[src/rtl/iomem_sample_fifo_pkg.sv]
`default_nettype none
// ============================================================================
// Module      : iomem_sample_fifo_pkg
// Description : Register map, bit positions and CTRL layout for the sample FIFO
// Revision    : 1.0 - initial release
// ============================================================================
package iomem_sample_fifo_pkg;

    localparam logic [3:0] REG_DATA   = 4'h0;
    localparam logic [3:0] REG_STATUS = 4'h4;
    localparam logic [3:0] REG_CTRL   = 4'h8;

    localparam int ST_FULL_BIT     = 16;
    localparam int ST_EMPTY_BIT    = 17;
    localparam int ST_UNDERRUN_BIT = 18;

    localparam int CTRL_ENABLE_BIT       = 0;
    localparam int CTRL_IRQ_EN_BIT       = 1;
    localparam int CTRL_CLR_UNDERRUN_BIT = 2;
    localparam int CTRL_FLUSH_BIT        = 3;
    localparam int CTRL_THRESH_LSB       = 8;

    typedef struct packed {
        logic [7:0] threshold;
        logic       irq_en;
        logic       enable;
    } ctrl_t;

    function automatic logic [31:0] pack_ctrl(input ctrl_t c);
        return {16'b0, c.threshold, 6'b0, c.irq_en, c.enable};
    endfunction

endpackage
`default_nettype wire

[src/rtl/sample_fifo.sv]
`default_nettype none
// ============================================================================
// Module      : sample_fifo
// Description : Single-clock FIFO with registered head read and flush
// Revision    : 1.0 - initial release
// ============================================================================
module sample_fifo #(
    parameter int DEPTH = 16,
    parameter int WIDTH = 32,
    parameter int CW    = $clog2(DEPTH) + 1
) (
    input  logic             clk,
    input  logic             reset,
    input  logic             i_push,
    input  logic             i_pop,
    input  logic             i_flush,
    input  logic [WIDTH-1:0] i_wdata,
    output logic [WIDTH-1:0] o_rdata,
    output logic             o_full,
    output logic             o_empty,
    output logic [CW-1:0]    o_count
);

    localparam int AW = $clog2(DEPTH);

    logic [WIDTH-1:0] r_mem [DEPTH];
    logic [AW-1:0]    r_wr_ptr;
    logic [AW-1:0]    r_rd_ptr;
    logic [CW-1:0]    r_count;
    logic [WIDTH-1:0] r_rdata;
    logic             w_do_push;
    logic             w_do_pop;

    assign o_full    = (r_count == CW'(DEPTH));
    assign o_empty   = (r_count == '0);
    assign o_count   = r_count;
    assign o_rdata   = r_rdata;
    assign w_do_push = i_push && !o_full;
    assign w_do_pop  = i_pop && !o_empty;

    // Storage has no reset so it maps onto distributed RAM
    always_ff @(posedge clk) begin
        if (w_do_push) begin
            r_mem[r_wr_ptr] <= i_wdata;
        end
    end

    always_ff @(posedge clk) begin
        if (reset) begin
            r_wr_ptr <= '0;
            r_rd_ptr <= '0;
            r_count  <= '0;
            r_rdata  <= '0;
        end else begin
            // A pop of an empty FIFO presents zero rather than stale data
            if (i_pop) begin
                r_rdata <= w_do_pop ? r_mem[r_rd_ptr] : '0;
            end
            if (i_flush) begin
                r_wr_ptr <= '0;
                r_rd_ptr <= '0;
                r_count  <= '0;
            end else begin
                if (w_do_push) begin
                    r_wr_ptr <= r_wr_ptr + 1'b1;
                end
                if (w_do_pop) begin
                    r_rd_ptr <= r_rd_ptr + 1'b1;
                end
                case ({w_do_push, w_do_pop})
                    2'b10:   r_count <= r_count + 1'b1;
                    2'b01:   r_count <= r_count - 1'b1;
                    default: r_count <= r_count;
                endcase
            end
        end
    end

endmodule
`default_nettype wire

[src/rtl/iomem_sample_fifo.sv]
`default_nettype none
// ============================================================================
// Module      : iomem_sample_fifo
// Description : iomem-mapped stereo sample FIFO with underrun flag and refill irq
// Revision    : 1.0 - initial release
// ============================================================================
module iomem_sample_fifo
    import iomem_sample_fifo_pkg::*;
#(
    parameter logic [31:0] BASE_ADDR = 32'h0300_0000,
    parameter int          DEPTH     = 16
) (
    input  logic        clk,
    input  logic        reset,
    input  logic        iomem_valid,
    output logic        iomem_ready,
    input  logic [3:0]  iomem_wstrb,
    input  logic [31:0] iomem_addr,
    input  logic [31:0] iomem_wdata,
    output logic [31:0] iomem_rdata,
    input  logic        sample_req,
    output logic [15:0] sample_l,
    output logic [15:0] sample_r,
    output logic        sample_valid,
    output logic        irq
);

    localparam int CW = $clog2(DEPTH) + 1;

    logic          r_ready;
    logic          r_done;
    logic          r_rd_pending;
    logic [3:0]    r_rd_offset;
    ctrl_t         r_ctrl;
    logic          r_underrun;
    logic          r_irq;
    logic          r_sample_valid;

    logic          w_sel;
    logic [3:0]    w_offset;
    logic          w_push_req;
    logic          w_accept;
    logic          w_ctrl_wr;
    logic          w_flush;
    logic          w_clr_underrun;
    logic          w_pop;
    logic          w_fifo_push;
    logic          w_full;
    logic          w_empty;
    logic [CW-1:0] w_count;
    logic [7:0]    w_count8;
    logic [31:0]   w_fifo_rdata;
    logic [31:0]   w_status;
    logic          w_unused_addr_lsbs;

    assign w_sel      = iomem_valid && (iomem_addr[31:4] == BASE_ADDR[31:4]);
    assign w_offset   = {iomem_addr[3:2], 2'b00};
    assign w_push_req = w_sel && (w_offset == REG_DATA) && (iomem_wstrb != 4'b0);

    // r_done blocks a second acknowledge while the CPU keeps valid asserted
    // after the first one; a full FIFO stalls the push until space appears.
    assign w_accept       = w_sel && !r_ready && !r_done && !(w_push_req && w_full);
    assign w_ctrl_wr      = w_accept && (w_offset == REG_CTRL) && (iomem_wstrb != 4'b0);
    assign w_flush        = w_ctrl_wr && iomem_wstrb[0] && iomem_wdata[CTRL_FLUSH_BIT];
    assign w_clr_underrun = w_ctrl_wr && iomem_wstrb[0] && iomem_wdata[CTRL_CLR_UNDERRUN_BIT];
    assign w_fifo_push    = w_accept && w_push_req && !w_flush;
    assign w_pop          = sample_req && r_ctrl.enable;
    assign w_count8       = 8'(w_count);

    assign w_unused_addr_lsbs = &{1'b0, iomem_addr[1:0]};

    sample_fifo #(
        .DEPTH (DEPTH),
        .WIDTH (32),
        .CW    (CW)
    ) u_fifo (
        .clk     (clk),
        .reset   (reset),
        .i_push  (w_fifo_push),
        .i_pop   (w_pop),
        .i_flush (w_flush),
        .i_wdata (iomem_wdata),
        .o_rdata (w_fifo_rdata),
        .o_full  (w_full),
        .o_empty (w_empty),
        .o_count (w_count)
    );

    always_ff @(posedge clk) begin
        if (reset) begin
            r_ready        <= 1'b0;
            r_done         <= 1'b0;
            r_rd_pending   <= 1'b0;
            r_rd_offset    <= '0;
            r_ctrl         <= '0;
            r_underrun     <= 1'b0;
            r_irq          <= 1'b0;
            r_sample_valid <= 1'b0;
        end else begin
            r_ready        <= w_accept;
            r_done         <= (r_ready || r_done) && iomem_valid;
            r_sample_valid <= w_pop;
            r_irq          <= r_ctrl.irq_en && (w_count8 <= r_ctrl.threshold);
            if (w_accept) begin
                r_rd_pending <= (iomem_wstrb == 4'b0);
                r_rd_offset  <= w_offset;
            end else begin
                r_rd_pending <= 1'b0;
            end
            if (w_ctrl_wr) begin
                if (iomem_wstrb[0]) begin
                    r_ctrl.enable <= iomem_wdata[CTRL_ENABLE_BIT];
                    r_ctrl.irq_en <= iomem_wdata[CTRL_IRQ_EN_BIT];
                end
                if (iomem_wstrb[1]) begin
                    r_ctrl.threshold <= iomem_wdata[CTRL_THRESH_LSB +: 8];
                end
            end
            // A fresh underrun outranks a simultaneous clear
            if (w_pop && w_empty) begin
                r_underrun <= 1'b1;
            end else if (w_clr_underrun) begin
                r_underrun <= 1'b0;
            end
        end
    end

    always_comb begin
        w_status                  = '0;
        w_status[7:0]             = w_count8;
        w_status[ST_FULL_BIT]     = w_full;
        w_status[ST_EMPTY_BIT]    = w_empty;
        w_status[ST_UNDERRUN_BIT] = r_underrun;
    end

    // Read data is taken from live state during the acknowledge cycle
    always_comb begin
        iomem_rdata = '0;
        if (r_ready && r_rd_pending) begin
            case (r_rd_offset)
                REG_STATUS: iomem_rdata = w_status;
                REG_CTRL:   iomem_rdata = pack_ctrl(r_ctrl);
                default:    iomem_rdata = '0;
            endcase
        end
    end

    assign iomem_ready  = r_ready;
    assign sample_l     = w_fifo_rdata[31:16];
    assign sample_r     = w_fifo_rdata[15:0];
    assign sample_valid = r_sample_valid;
    assign irq          = r_irq;

endmodule
`default_nettype wire

[config.mk]
export PLATFORM = sky130hd
export DESIGN_NAME = iomem_sample_fifo
export DESIGN_NICKNAME = d
export VERILOG_FILES = /design/src/rtl/iomem_sample_fifo_pkg.sv /design/src/rtl/sample_fifo.sv /design/src/rtl/iomem_sample_fifo.sv
export SDC_FILE = /design/constraint.sdc
export NUM_CORES = 1
export LEC_CHECK = 0
export CORE_MARGIN = 2
export CORE_UTILIZATION = 60
export DETAILED_ROUTE_END_ITERATION = 12
export DONT_BUFFER_PORTS = 1
export PLACE_DENSITY = 0.76
export SYNTH_ARGS = -nofsm -noshare
export SYNTH_HDL_FRONTEND = slang
export SYNTH_SLANG_ARGS = --single-unit
[constraint.sdc]
create_clock -name clk -period 10.9 [get_ports clk]
set_clock_uncertainty 0.2 [all_clocks]
set_input_delay 2.18 -clock clk [delete_from_list [all_inputs] [get_ports clk]]
set_output_delay 2.18 -clock clk [all_outputs]
set_load 0.02 [all_outputs]
# --- Word-level counts from Yosys, hierarchy flattened ---
# Memories as Yosys holds them, arrays and structs flattened. A register that Yosys moved wholly into a read port is not among the register bits.
# Cells that the tools add are included.
op_classes:
  add_sub_neg: 4
  magnitude_cmp: 1
  eq_ne: 7
  mux: 10
  bitwise: 1
  n_reduce_logical: 38
op_table:
  columns: ["operator", "n"]
  rows:
  - ["$pmux 19 s2", 1]
  - ["$mux 32", 1]
  - ["$eq 28x22->1 const B", 1]
  - ["$logic_and 1x1->1", 21]
  - ["$mux 19", 1]
  - ["$pmux 5 s2", 1]
  - ["$add 4x1->4 const B", 2]
  - ["$le 5x8->1", 1]
  - ["$logic_not 4->1", 2]
  - ["$mux 4", 2]
  - ["$eq 2x2->1 const B", 3]
  - ["$logic_not 1->1", 6]
  - ["$add 5x1->5 const B", 1]
  - ["$eq 5x5->1 const B", 1]
  - ["$logic_not 5->1", 1]
  - ["$sub 5x1->5 const B", 1]
  - ["$eq 2x1->1 const B", 2]
  - ["$mux 1", 4]
  - ["$reduce_and 2->1", 2]
  - ["$reduce_bool 2->1", 2]
  - ["$reduce_bool 4->1", 1]
  - ["$reduce_or 2->1", 2]
  - ["$logic_or 1x1->1", 1]
  - ["$not 1->1", 1]
word_totals:
  reg_bits: 63
  ram_bits: 512
  input_bits: 72
  out_inout_bits: 67
  elab_cells: 76
  mem_count: 1
mem_list:
  columns: ["memory", "words", "word_bits", "rd", "rd_clocked_by_memory_dff", "wr", "line_no", "rtl"]
  rows:
  - ["u_fifo.r_mem", 16, 32, 1, 1, 1, "sample_fifo.sv:26", "logic [WIDTH-1:0] r_mem [DEPTH];"]

# --- Longest topological paths before layout ---
# Gate-level depths: netlist (run 1).
logic_depth:
  depth_word: 16
  mapped_depth: 14
  ltp_nobuf: 12

# --- By module ---
# A second synthesis (run 1) with hierarchy kept.
hier_totals:
  cells_unflattened: 1138
  hier_area_um2: 22557.9
modules_own_cells:
  columns: ["module", "instances", "cells_per_inst", "area_per_inst_um2", "seq_area_each_um2"]
  rows:
  - ["sample_fifo", 1, 999, 21375.5, 16355.7]
  - ["iomem_sample_fifo", 1, 139, 1182.4, 360.3]

# --- Worst setup path before layout (run 1) ---
# No wires, ideal clock.
synth_timing:
  path_type: "input port to flip-flop"
  startpoint: "input port iomem_addr[20]"
  endpoint: "memory u_fifo.r_mem[12][0], enable pin"
  setup_time_ns: 0.421
  arrival_ns: 4.588
  t_required_ns: 10.279
  slack_ns: 5.691
  stages: 5
  path_buffers: 0
  path_cell_list: "nor4b_2 nand4_4 nor3_4 nand3_1 nor2_1"
synth_via:
  elab_chain_cells: 16
  word_cells_on_any_way: 19
  cone_classes: "1 x eq/ne; 2 x mux; 16 x reduce/logical"
synth_rtl:
  columns: ["element", "line_no", "rtl"]
  rows:
  - ["from (decl)", "iomem_sample_fifo.sv:18", "input logic [31:0] iomem_addr,"]
  - ["$eq 28x22->1 *", "iomem_sample_fifo.sv:56", "assign w_sel = iomem_valid && (iomem_addr[31:4] == BASE_ADDR[31:4]);"]
  - ["$logic_and 1x1->1 *", "iomem_sample_fifo.sv:56", null]
  - ["$logic_and 1x1->1 (2 in series)", "iomem_sample_fifo.sv:58", "assign w_push_req = w_sel && (w_offset == REG_DATA) && (iomem_wstrb != 4'b0);"]
  - ["$logic_and 1x1->1", "iomem_sample_fifo.sv:62", "assign w_accept = w_sel && !r_ready && !r_done && !(w_push_req && w_full);"]
  - ["$logic_not 1->1", "iomem_sample_fifo.sv:62", null]
  - ["$logic_and 1x1->1", "iomem_sample_fifo.sv:62", null]
  - ["$logic_and 1x1->1 (2 in series)", "iomem_sample_fifo.sv:63", "assign w_ctrl_wr = w_accept && (w_offset == REG_CTRL) && (iomem_wstrb != 4'b0);"]
  - ["$logic_and 1x1->1 (2 in series)", "iomem_sample_fifo.sv:64", "assign w_flush = w_ctrl_wr && iomem_wstrb[0] && iomem_wdata[CTRL_FLUSH_BIT];"]
  - ["$logic_not 1->1", "iomem_sample_fifo.sv:66", "assign w_fifo_push = w_accept && w_push_req && !w_flush;"]
  - ["$logic_and 1x1->1 *", "iomem_sample_fifo.sv:66", null]
  - ["$logic_and 1x1->1 *", "sample_fifo.sv:38", "assign w_do_push = i_push && !o_full;"]
  - ["$mux 1 *", "sample_fifo.sv:43", "if (w_do_push) begin"]
  - ["$mux 1 (not written as such) *", "sample_fifo.sv:44", "r_mem[r_wr_ptr] <= i_wdata;"]
  - ["to (decl)", "sample_fifo.sv:26", null]
# Every way passes the cells marked *; elsewhere a longest branch is shown, timed or not.

# --- Final worst setup path (run 1) ---
layout_timing:
  startpoint: "input port iomem_addr[20]"
  endpoint: "register u_fifo.r_count[4], in the netlist u_fifo.o_count[4]"
layout_via:
  elab_chain_cells: 16
  word_cells_on_any_way: 22
  cone_classes: "3 x eq/ne; 1 x mux; 18 x reduce/logical"
layout_rtl:
  columns: ["element", "line_no", "rtl"]
  rows:
  - ["$eq 28x22->1 *", "iomem_sample_fifo.sv:56", null]
  - ["$logic_and 1x1->1 *", "iomem_sample_fifo.sv:56", null]
  - ["$logic_and 1x1->1 (2 in series)", "iomem_sample_fifo.sv:58", null]
  - ["$logic_and 1x1->1", "iomem_sample_fifo.sv:62", null]
  - ["$logic_not 1->1", "iomem_sample_fifo.sv:62", null]
  - ["$logic_and 1x1->1", "iomem_sample_fifo.sv:62", null]
  - ["$logic_and 1x1->1 (2 in series)", "iomem_sample_fifo.sv:63", null]
  - ["$logic_and 1x1->1 (2 in series)", "iomem_sample_fifo.sv:64", null]
  - ["$logic_not 1->1", "iomem_sample_fifo.sv:66", null]
  - ["$logic_and 1x1->1", "iomem_sample_fifo.sv:66", null]
  - ["$logic_and 1x1->1", "sample_fifo.sv:38", null]
  - ["$eq 2x1->1 or $eq 2x2->1 (tied branches)", "sample_fifo.sv:70", "case ({w_do_push, w_do_pop})"]
  - ["$pmux 5 s2 or $reduce_bool 2->1 (tied branches)", null, null]
  - ["to (signal assigned)", "sample_fifo.sv:71", "2'b10: r_count <= r_count + 1'b1;"]
  - ["to (signal assigned)", "sample_fifo.sv:72", "2'b01: r_count <= r_count - 1'b1;"]
  - ["to (signal assigned)", "sample_fifo.sv:73", "default: r_count <= r_count;"]
  - ["to (decl)", "sample_fifo.sv:29", "logic [CW-1:0] r_count;"]
# Marked as above.
# A chain may end at the register's enable or synchronous reset.

==> impl_results.md, run 1 <==
* Status: complete, no violations
* Die Ht at 198 µm
* Power Total at 0.00430 W
* Leak Pwr at 7.63 nW
* First drt pass iteration count at 7
* Fin. Hold Viols at 0
* Initial antenna violation count at 1
* Worst slew pin tran at 1.13 ns
* CORE AREA at 0.0374 mm²
* Setup crit start kind: primary input
* Combinational share of power at 0.003
* HPWL Detailed at 22.8 mm
* Via-to-Cell Ratio at 6.15
* Setup violators final at 0
* Async S/R FF share, synth at 0
* Sequential share of power at 0.561
* Total CTS buffers at 56
* GPL Wtd Cong at 0.755
* Sequential share of the synthesized area at 0.740
* Commonest cells after routing, fill and taps aside: 512 x edfxtp_1, 128 x mux4_2, 64 x nor2_1
* TritonCTS clock tree: done
* Post-CTS setup buffers at 0
* Yosys warning count at 0
* WL/cell at 25.7 µm
* Clock power frac at 0.436
* Worst Hold Depth at 2
* Max Cap Violations at 0
* Sw power at 0.000807 W
* Clock sinks at 579
* # IOs at 139
* PortBufs at 0
* # hold bufs at CTS at 0
* Synth-to-Final Area Change at 10.3%
* Int Pwr at 0.00349 W
* Bufs on Longest Clock Path at 3
* Fin nets at 1267
* Starting Density at 0.604
* Power Dens Cells at 172 mW/mm²
* Post-Syn Area per Cell at 19.4 µm²
* Fmax at 215 MHz
* Peak VDD IR at 0.111 mV
* DRC viols at 0
* Post-synth EDFFs at 512
* Mapped Area at 0.0226 mm²
* Synth Register Bits at 579
* Switch share at 0.188
* 1st-iter DRT viols at 815
* Syn Inst Count at 1162
* Minimum clock period after layout at 4.66 ns
* Crit path capture type: register
* Die Width at 198 µm
* PostCTS Resize Cnt at 0
* Reg2reg path depth at 12
* Final setup TNS at 0 ns
* GRT Resource Usage Total at 0.236
* Synth Flop Type: edfxtp_1
* Synth cell types at 49
* Clk root buf: clkbuf_16
* Relative slew margins at 0.246
* RSZ-0062 raised after global routing: false
* Worst path arrival time at 4.94 ns
* Largest net degree at the start of global routing at 92
* Kind of critical path: in -> reg
* Via count at 10700
* Clk_lat worst skew at 0.60 ns
* Hold crit path type: reg -> reg
* Worst Path Max Fanout at 9
* Commonest non-fill, non-tap cell in the layout: edfxtp_1
* CP required at 11.18 ns
* Period utilization at 0.428
* Global-route wire length before repair at 67.1 mm
* Post-DRT Antenna Nets at 0
* H-tree depth at 2
* Share of layout cells above drive strength 1 at 0.240
* Total grt overflow at 0
* Total Wirelength at 44.6 mm
* Row count at 71
* Slew Viols, Final at 0
* Die ar. at 0.0392 mm²
* Worst-path clk slew at 0.06 ns
* Vias in the first global route at 11000
* Final core occ at 0.666
==> sequential cells by signal, summed over array words and instances (netlist names), named ones only <==
signal / count
r_rd_offset: 2
r_ctrl: 10
r_rd_pending: 1
u_fifo.o_count: 5
sample_valid: 1
r_done: 1
u_fifo.r_rd_ptr: 4
irq: 1
u_fifo.r_wr_ptr: 4
r_underrun: 1
u_fifo.o_rdata: 32
iomem_ready: 1
u_fifo.r_mem: 512
==> power groups by stage <==
stage               Clock (W)  Combinational [W]  Sequential, W
CTS                   0.00191          0.0000132        0.00241
global route          0.00199          0.0000142        0.00241
global placement            0          0.0000131        0.00246
finish                0.00187          0.0000132        0.00241
detailed placement          0          0.0000131        0.00246
floorplan                   0          0.0000160        0.00246
==> critical path, stage by stage <==
cell and delay [ns]:
nor4b_2 0.35, nand4_4 0.23, nor3_4 0.38, inv_1 0.13, ha_1 0.32, xor2_1 0.19, ha_1 0.23, a21oi_1 0.08
or3b_2 0.44, a31oi_1 0.21, xnor2_1 0.14, nor2_1 0.05
==> final cells by class <==
| type | count | area [µm²] |
|---|---|---|
| flip-flops and latches | 579 | 16700 |
| fillers | 2388 | 12500 |
| multi-input cells | 508 | 5590 |
| clock buffers | 69 | 1480 |
| well taps | 511 | 639 |
| clock inverters | 34 | 283 |
| repair buffers | 15 | 125 |
| inverters | 20 | 75.1 |
| diodes | 1 | 2.50 |
==> synth_stat cells, types with 3 or more instances <==
master | n | area, µm²
dfxtp_1 | 67 | 1340
ha_1 | 15 | 188
nor4_1 | 4 | 25.0
nor4b_2 | 3 | 45.0
and3_1 | 3 | 18.8
and2_1 | 17 | 106
buf_2 | 19 | 95.1
nand3b_1 | 3 | 22.5
edfxtp_1 | 512 | 15400
xor2_1 | 5 | 43.8
o21ai_0 | 34 | 170
mux2i_1 | 47 | 470
buf_1 | 4 | 15.0
clkbuf_1 | 29 | 109
a21oi_1 | 38 | 190
mux4_2 | 128 | 2880
nor2b_1 | 3 | 18.8
mux2_2 | 32 | 360
nand2_1 | 37 | 139
nor3_1 | 8 | 40.0
nor4_4 | 5 | 106
nand3_1 | 3 | 15.0
buf_4 | 18 | 135
inv_1 | 20 | 75.1
nor2_1 | 72 | 270
xnor2_1 | 7 | 61.3
==> stage by stage <==
step | setup slack [ns] | std cells | instance area [µm²] | hold slack (ns)
finish | 6.24 | 1737 | 24900 | 0.290
global route | 5.93 | 1736 | 24900 | 0.314
CTS | 6.25 | 1736 | 24900 | 0.288
detailed placement | 5.64 | 1633 | 23200 | 0.274
global placement | 5.70 | 1633 | 23200 | 0.277
floorplan | 5.69 | 1177 | 22700 | 0.227
==> metal layers <==
layer | vias up | global-route usage | part of all wire
met5 | - | 0 | 0
met4 | 0 | 0.0674 | 0.024
met3 | 82 | 0.0494 | 0.065
met2 | 371 | 0.394 | 0.50
met1 | 5577 | 0.321 | 0.41
li1 | 4647 | - | -
==> cell families (layout without fill, tap and decap cells) <==
family,count (synthesis),in the layout,synth area share
flops,579,579,0.740
fa+ha+maj,15,15,0.00831
simple gates,173,173,0.0429
compound gates,85,85,0.0208
xor+xnor,12,12,0.00465
mux,207,207,0.164
buf+inv,90,138,0.0190
other cells,1,17,0.000166
==> worst paths after layout <==
check / slack [ns] / start / to
max: 6.24 / iomem_addr[20] / u_fifo.o_count[4]
min: 0.29 / r_ctrl[1] / irq
max reg2reg: 7.27 / u_fifo.o_count[1] / u_fifo.o_count[4]
min reg2reg: 0.29 / r_ctrl[1] / irq
No activity file was read; power rests on OpenSTA's default activity.
==> run 2, diff against run 1 <==
CORE_UTILIZATION = 57   (was 60)
PLACE_DENSITY = 0.75   (was 0.76)
clock period = 4.15 ns   (was 10.9 ns; I/O delays follow)
==> impl_results.md, run 2 (same netlist as run 1, synthesis figures left out) <==
* Total Wirelength at 45.6 mm (+2.4%)
* Die ar. at 0.0412 mm² (+5.2%)
* Row count at 72 (+1.4%)
* Worst slew pin tran at 1.16 ns (+0.0322 ns)
* H-tree depth at 2 (unchanged)
* TritonCTS clock tree: done
* Peak VDD IR at 0.304 mV (+170%)
* Clk root buf: clkbuf_16
* CORE AREA at 0.0389 mm² (+4.1%)
* DRC viols at 0 (unchanged)
* HPWL Detailed at 25.7 mm (+13%)
* CP max stage delay at 0.53 ns (+0.09 ns)
* GRT Resource Usage Total at 0.229 (-0.00791)
* WP buf/inv at 2 (+1)
* Synth-to-Final Area Change at 12.4%
* Global-route wire length before repair at 69.1 mm (+2.9%)
* Setup crit start kind: register
* Crit path capture type: register
* Top reg by flops: u_fifo.r_mem
* Bufs on Longest Clock Path at 3 (unchanged)
* Setup violators final at 0 (unchanged)
* Die Ht at 203 µm (+2.5%)
* Final Cell Area at 0.0254 mm² (+1.9%)
* Via-to-Cell Ratio at 6.14 (-0.16%)
* Register area at 0.0167 mm² (unchanged)
* Total CTS buffers at 56 (unchanged)
* # IOs at 139 (unchanged)
* Status: complete, no violations
* PostCTS Resize Cnt at 0 (unchanged)
* CP Cell Sequence: nor4_2 > buf_4 > a2111o_1 > nor3_4 > inv_1 > ha_1 > xor2_1 > ha_1 > a21oi_1 > or3b_2 > a31oi_1 > xnor2_1 > nor2_1
* CP top delay family: compound AO/OA/AOI/OAI gates
* Fin. Hold Viols at 0 (unchanged)
* Leak Pwr at 7.85 nW (+2.9%)
* Power Total at 0.0115 W (+170%)
* Via count at 10900 (+1.9%)
* Worst Path Max Fanout at 10 (+1)
* Worst path slowest cell: dfxtp_1
* Max Cap Violations at 0 (unchanged)
* Crit path top cell by count: ha_1
* Post-DRT Antenna Nets at 0 (unchanged)
* Initial antenna violation count at 0 (-1)
* Kind of critical path: reg -> reg
* Fmax at 285 MHz
* Post-CTS setup buffers at 0 (unchanged)
* Share of layout cells above drive strength 1 at 0.261 (+0.0208)
* Fin nets at 1293 (+2.1%)
* Clk_lat worst skew at 0.61 ns (about the same)
* PortBufs at 0 (unchanged)
* Commonest cells after routing, fill and taps aside: 512 x edfxtp_1, 128 x mux4_2, 64 x nor2_1
* Placed Area at 0.0235 mm² (+1.4%)
* Period utilization at 0.845
* Worst-path clk slew at 0.06 ns (about the same)
* Power Dens Cells at 454 mW/mm² (+160%)
* Final setup TNS at 0 ns (unchanged)
* Total grt overflow at 0 (unchanged)
* Vias in the first global route at 11400 (+3.6%)
* Die Width at 203 µm (+2.5%)
* Worst path arrival time at 3.78 ns (-1.16 ns)
* Minimum clock period after layout at 3.51 ns
* Number of flip-flops in the largest register at 512 (unchanged)
* Largest net degree at the start of global routing at 52 (-43%)
* CP required at 4.42 ns (-6.76 ns)
* Hold crit path type: in -> reg
* Ant. Diodes at 0 (-1)
* RSZ-0062 raised after global routing: false
* WL/cell at 25.8 µm (+0.36%)
* Slew Viols, Final at 0 (unchanged)
* Final-layout fill cell count at 2525 (+5.7%)
* Hold slack at 0.0967 ns (-0.194 ns)
* Multi-input gate area at 0.00559 mm² (unchanged)
* Commonest non-fill, non-tap cell in the layout: edfxtp_1
* First drt pass iteration count at 6 (-1)
* 1st-iter DRT viols at 987 (+21%)
* # hold bufs at CTS at 0 (unchanged)
* Starting Density at 0.581 (-0.0236)
* Relative slew margins at 0.224 (-0.0215)
* Clock sinks at 579 (unchanged)
* GPL Wtd Cong at 0.769 (+1.8%)
[run 2: cell count changes in the layout (fill, tap and decap cells not counted)]
cell | previous run | this run
clkbuf_8 | 1 | 10
buf_4 | 14 | 30
clkbuf_1 | 11 | 15
buf_12 | 1 | 11
clkinvlp_4 | 1 | 3
clkinv_4 | 0 | 2
clkinv_2 | 16 | 7
clkinv_1 | 12 | 4
diode_2 | 1 | 0
bufinv_16 | 5 | 6
inv_6 | 0 | 2
[run 2: worst paths after layout]
check                    start           endpoint  slack (ns)  cells after the start
max          u_fifo.o_count[1]  u_fifo.o_count[4]        0.64                     13
min                      reset     r_rd_offset[3]         0.1                      1
max reg2reg  u_fifo.o_count[1]  u_fifo.o_count[4]        0.64                     13
min reg2reg          r_ctrl[5]          r_ctrl[5]        0.31                      2
[run 2: layout make-up]
| type | instances | share of cell area |
|---|---|---|
| repair buffers | 41 | 0.0175 |
| clock inverters | 24 | 0.0113 |
| clock buffers | 82 | 0.0638 |
| well taps | 518 | 0.0255 |
| flip-flops and latches | 579 | 0.659 |
| multi-input cells | 508 | 0.220 |
| inverters | 20 | 0.00296 |
[run 2: layer usage]
| metal | share of wire | track usage |
|---|---|---|
| met1 | 0.40 | 0.313 |
| met3 | 0.074 | 0.0443 |
| met5 | 0 | 0 |
| met2 | 0.50 | 0.379 |
| met4 | 0.021 | 0.0665 |
[run 2: power breakdown]
group / total, W / internal [W] / switching, W
Combinational: 0.0000341 / 0.00000786 / 0.0000263
Clock: 0.00517 / 0.00308 / 0.00208
Sequential: 0.00633 / 0.00633 / 0.000000000000287
[run 2: through the flow]
stage,util,setup WS (ns),std cells
3_3_place_gp,0.604,0.509,1666
2_1_floorplan,-,0.291,1177
3_5_place_dp,0.604,0.367,1666
4_1_cts,0.653,0.667,1772
6_report,0.653,0.644,1772
5_1_grt,0.653,0.443,1772
[run 2: worst reg2reg max path, delay by kind of cell (launching register included)]
| kind | cells | cell delay, ns |
|---|---|---|
| compound gates | 3 | 0.79 |
| buf+inv | 2 | 0.24 |
| xor+xnor | 2 | 0.33 |
| flops | 1 | 0.53 |
| simple gates | 4 | 0.75 |
| fa+ha+maj | 2 | 0.54 |
==> run 3, diff against run 2 <==
clock period = 2.85 ns   (was 4.15 ns; I/O delays follow)
==> impl_results.md, run 3 (same netlist as run 1, synthesis figures left out) <==
* Clk root buf: clkbuf_16
* CP required at 2.08 ns (-2.34 ns)
* Total CTS buffers at 57 (+1.8%)
* Clk_lat worst skew at 0.62 ns (about the same)
* Slew Viols, Final at 0 (unchanged)
* Total Wirelength at 48.1 mm (+5.3%)
* Share of layout cells above drive strength 1 at 0.282 (+0.0211)
* Total grt overflow at 0 (unchanged)
* Crit path capture type: primary output
* GRT Resource Usage Total at 0.242 (+0.0133)
* Power Dens Cells at 635 mW/mm² (+40%)
* # IOs at 139 (unchanged)
* Die Width at 203 µm (unchanged)
* H-tree depth at 2 (unchanged)
* Switch share at 0.193 (+0.0103)
* Setup crit start kind: register
* Worst slew pin tran at 0.722 ns (-0.441 ns)
* Leak Pwr at 8.23 nW (+4.8%)
* Worst path arrival time at 1.94 ns (-1.84 ns)
* HPWL Detailed at 26.6 mm (+3.3%)
* GPL Wtd Cong at 0.781 (+1.6%)
* Clock power frac at 0.436 (-0.012)
* Sequential share of power at 0.553 (+0.004)
* Post-DRT Antenna Nets at 0 (unchanged)
* Clock sinks at 579 (unchanged)
* Hold slack at 0.0662 ns (-0.0305 ns)
* Peak VDD IR at 0.507 mV (+67%)
* Relative slew margins at 0.506 (+0.282)
* Worst-path clk slew at 0.06 ns (about the same)
* Kind of critical path: reg -> out
* Commonest cells after routing, fill and taps aside: 512 x edfxtp_1, 128 x mux4_2, 63 x nor2_1
* Multi-input gate area at 0.00564 mm² (+0.81%)
* Via count at 11300 (+3.4%)
* WL/cell at 26.0 µm (+1.0%)
* TritonCTS clock tree: done
* Int Pwr at 0.0135 W (+43%)
* Largest net degree at the start of global routing at 65 (+25%)
* Synth-to-Final Area Change at 16.2%
* Die Ht at 203 µm (unchanged)
* Global-route wire length before repair at 73.2 mm (+6.0%)
* Bufs on Longest Clock Path at 3 (unchanged)
* Vias in the first global route at 12000 (+5.1%)
* Number of flip-flops in the largest register at 512 (unchanged)
* Final core occ at 0.675 (+0.0220)
* CORE AREA at 0.0389 mm² (unchanged)
* Post-CTS setup buffers at 0 (unchanged)
* First drt pass iteration count at 7 (+1)
* Layout Cells excl Fill at 1848 (+4.3%)
* Combinational share of power at 0.012 (+0.009)
* Via-to-Cell Ratio at 6.09 (-0.81%)
* Starting Density at 0.581 (unchanged)
* Cell count after placement at 1704 (+2.3%)
* Top reg by flops: u_fifo.r_mem
* Hold crit path type: in -> reg
* Fmax at 369 MHz
* Fin. Hold Viols at 0 (unchanged)
* Commonest non-fill, non-tap cell in the layout: edfxtp_1
* Initial antenna violation count at 2 (+2)
* RSZ-0062 raised after global routing: false
* Fin nets at 1370 (+6.0%)
* Row count at 72 (unchanged)
* Worst Path Max Fanout at 7 (-3)
* Final-layout fill cell count at 2445 (-3.2%)
* Max Cap Violations at 0 (unchanged)
* Register area at 0.0167 mm² (about the same)
* Minimum clock period after layout at 2.71 ns
* PortBufs at 0 (unchanged)
* DRC viols at 0 (unchanged)
* Sw power at 0.00322 W (+53%)
* Setup violators final at 0 (unchanged)
* 1st-iter DRT viols at 1142 (+16%)
* Period utilization at 0.951
* Die ar. at 0.0412 mm² (unchanged)
* Status: complete, no violations
-- run 3: cell type report --
type                    instances  share of cell area
multi-input cells             508               0.215
flip-flops and latches        579               0.638
clock buffers                  77              0.0591
repair buffers                117              0.0504
clock inverters                26              0.0104
inverters                      20             0.00286
diodes                          3            0.000286
well taps                     518              0.0247
-- run 3: power by group through the flow --
stage	clock network (W)	registers, W	logic, W
after floorplan	0	0.00940	0.0000614
after global placement	0	0.00940	0.0000534
after detailed placement	0	0.00940	0.0000535
after CTS	0.00740	0.00921	0.000196
after global routing	0.00772	0.00921	0.000214
final	0.00726	0.00922	0.000197
-- run 3: layer usage --
metal	vias to the layer above	global-route usage	share of wire
li1	4861	-	-
met1	5853	0.329	0.41
met2	459	0.405	0.50
met4	0	0.0725	0.023
met5	-	0	0
met3	77	0.0433	0.069
-- run 3: timing repair --
item / CTS / global route
pin swaps: 0 / 6
gates resized for setup: 5 / 14
endpoints found under the setup margin: 4 / 12
hold endpoints to repair: 531 / 0
hold buffers: 38 / 0
-- run 3: worst paths after layout --
kind | cells past startpoint | to | slack, ns | startpoint
min | 2 | r_underrun | 0.07 | iomem_wdata[2]
max reg2reg | 12 | u_fifo.o_count[4] | 0.15 | u_fifo.o_count[2]
min reg2reg | 2 | irq | 0.31 | r_ctrl[1]
max | 5 | iomem_rdata[14] | 0.14 | r_rd_offset[2]
-- run 3: critical path, stage by stage, from the launching register on --
cell and delay (ns):
dfxtp_2 0.35, inv_2 0.05, ha_4 0.20, nand3b_1 0.29, nor2_2 0.24, and2_4 0.21
-- run 3: stage by stage --
step | setup TNS, ns | cell area [µm²] | total power (W) | setup WS [ns]
2_1_floorplan | -42.67 | 22700 | 0.00946 | -0.341
3_3_place_gp | -0.348 | 24000 | 0.00945 | -0.235
3_5_place_dp | -0.469 | 24000 | 0.00945 | -0.262
4_1_cts | 0 | 26200 | 0.0168 | 0.0102
5_1_grt | 0 | 26200 | 0.0171 | 0.00489
6_report | 0 | 26300 | 0.0167 | 0.140
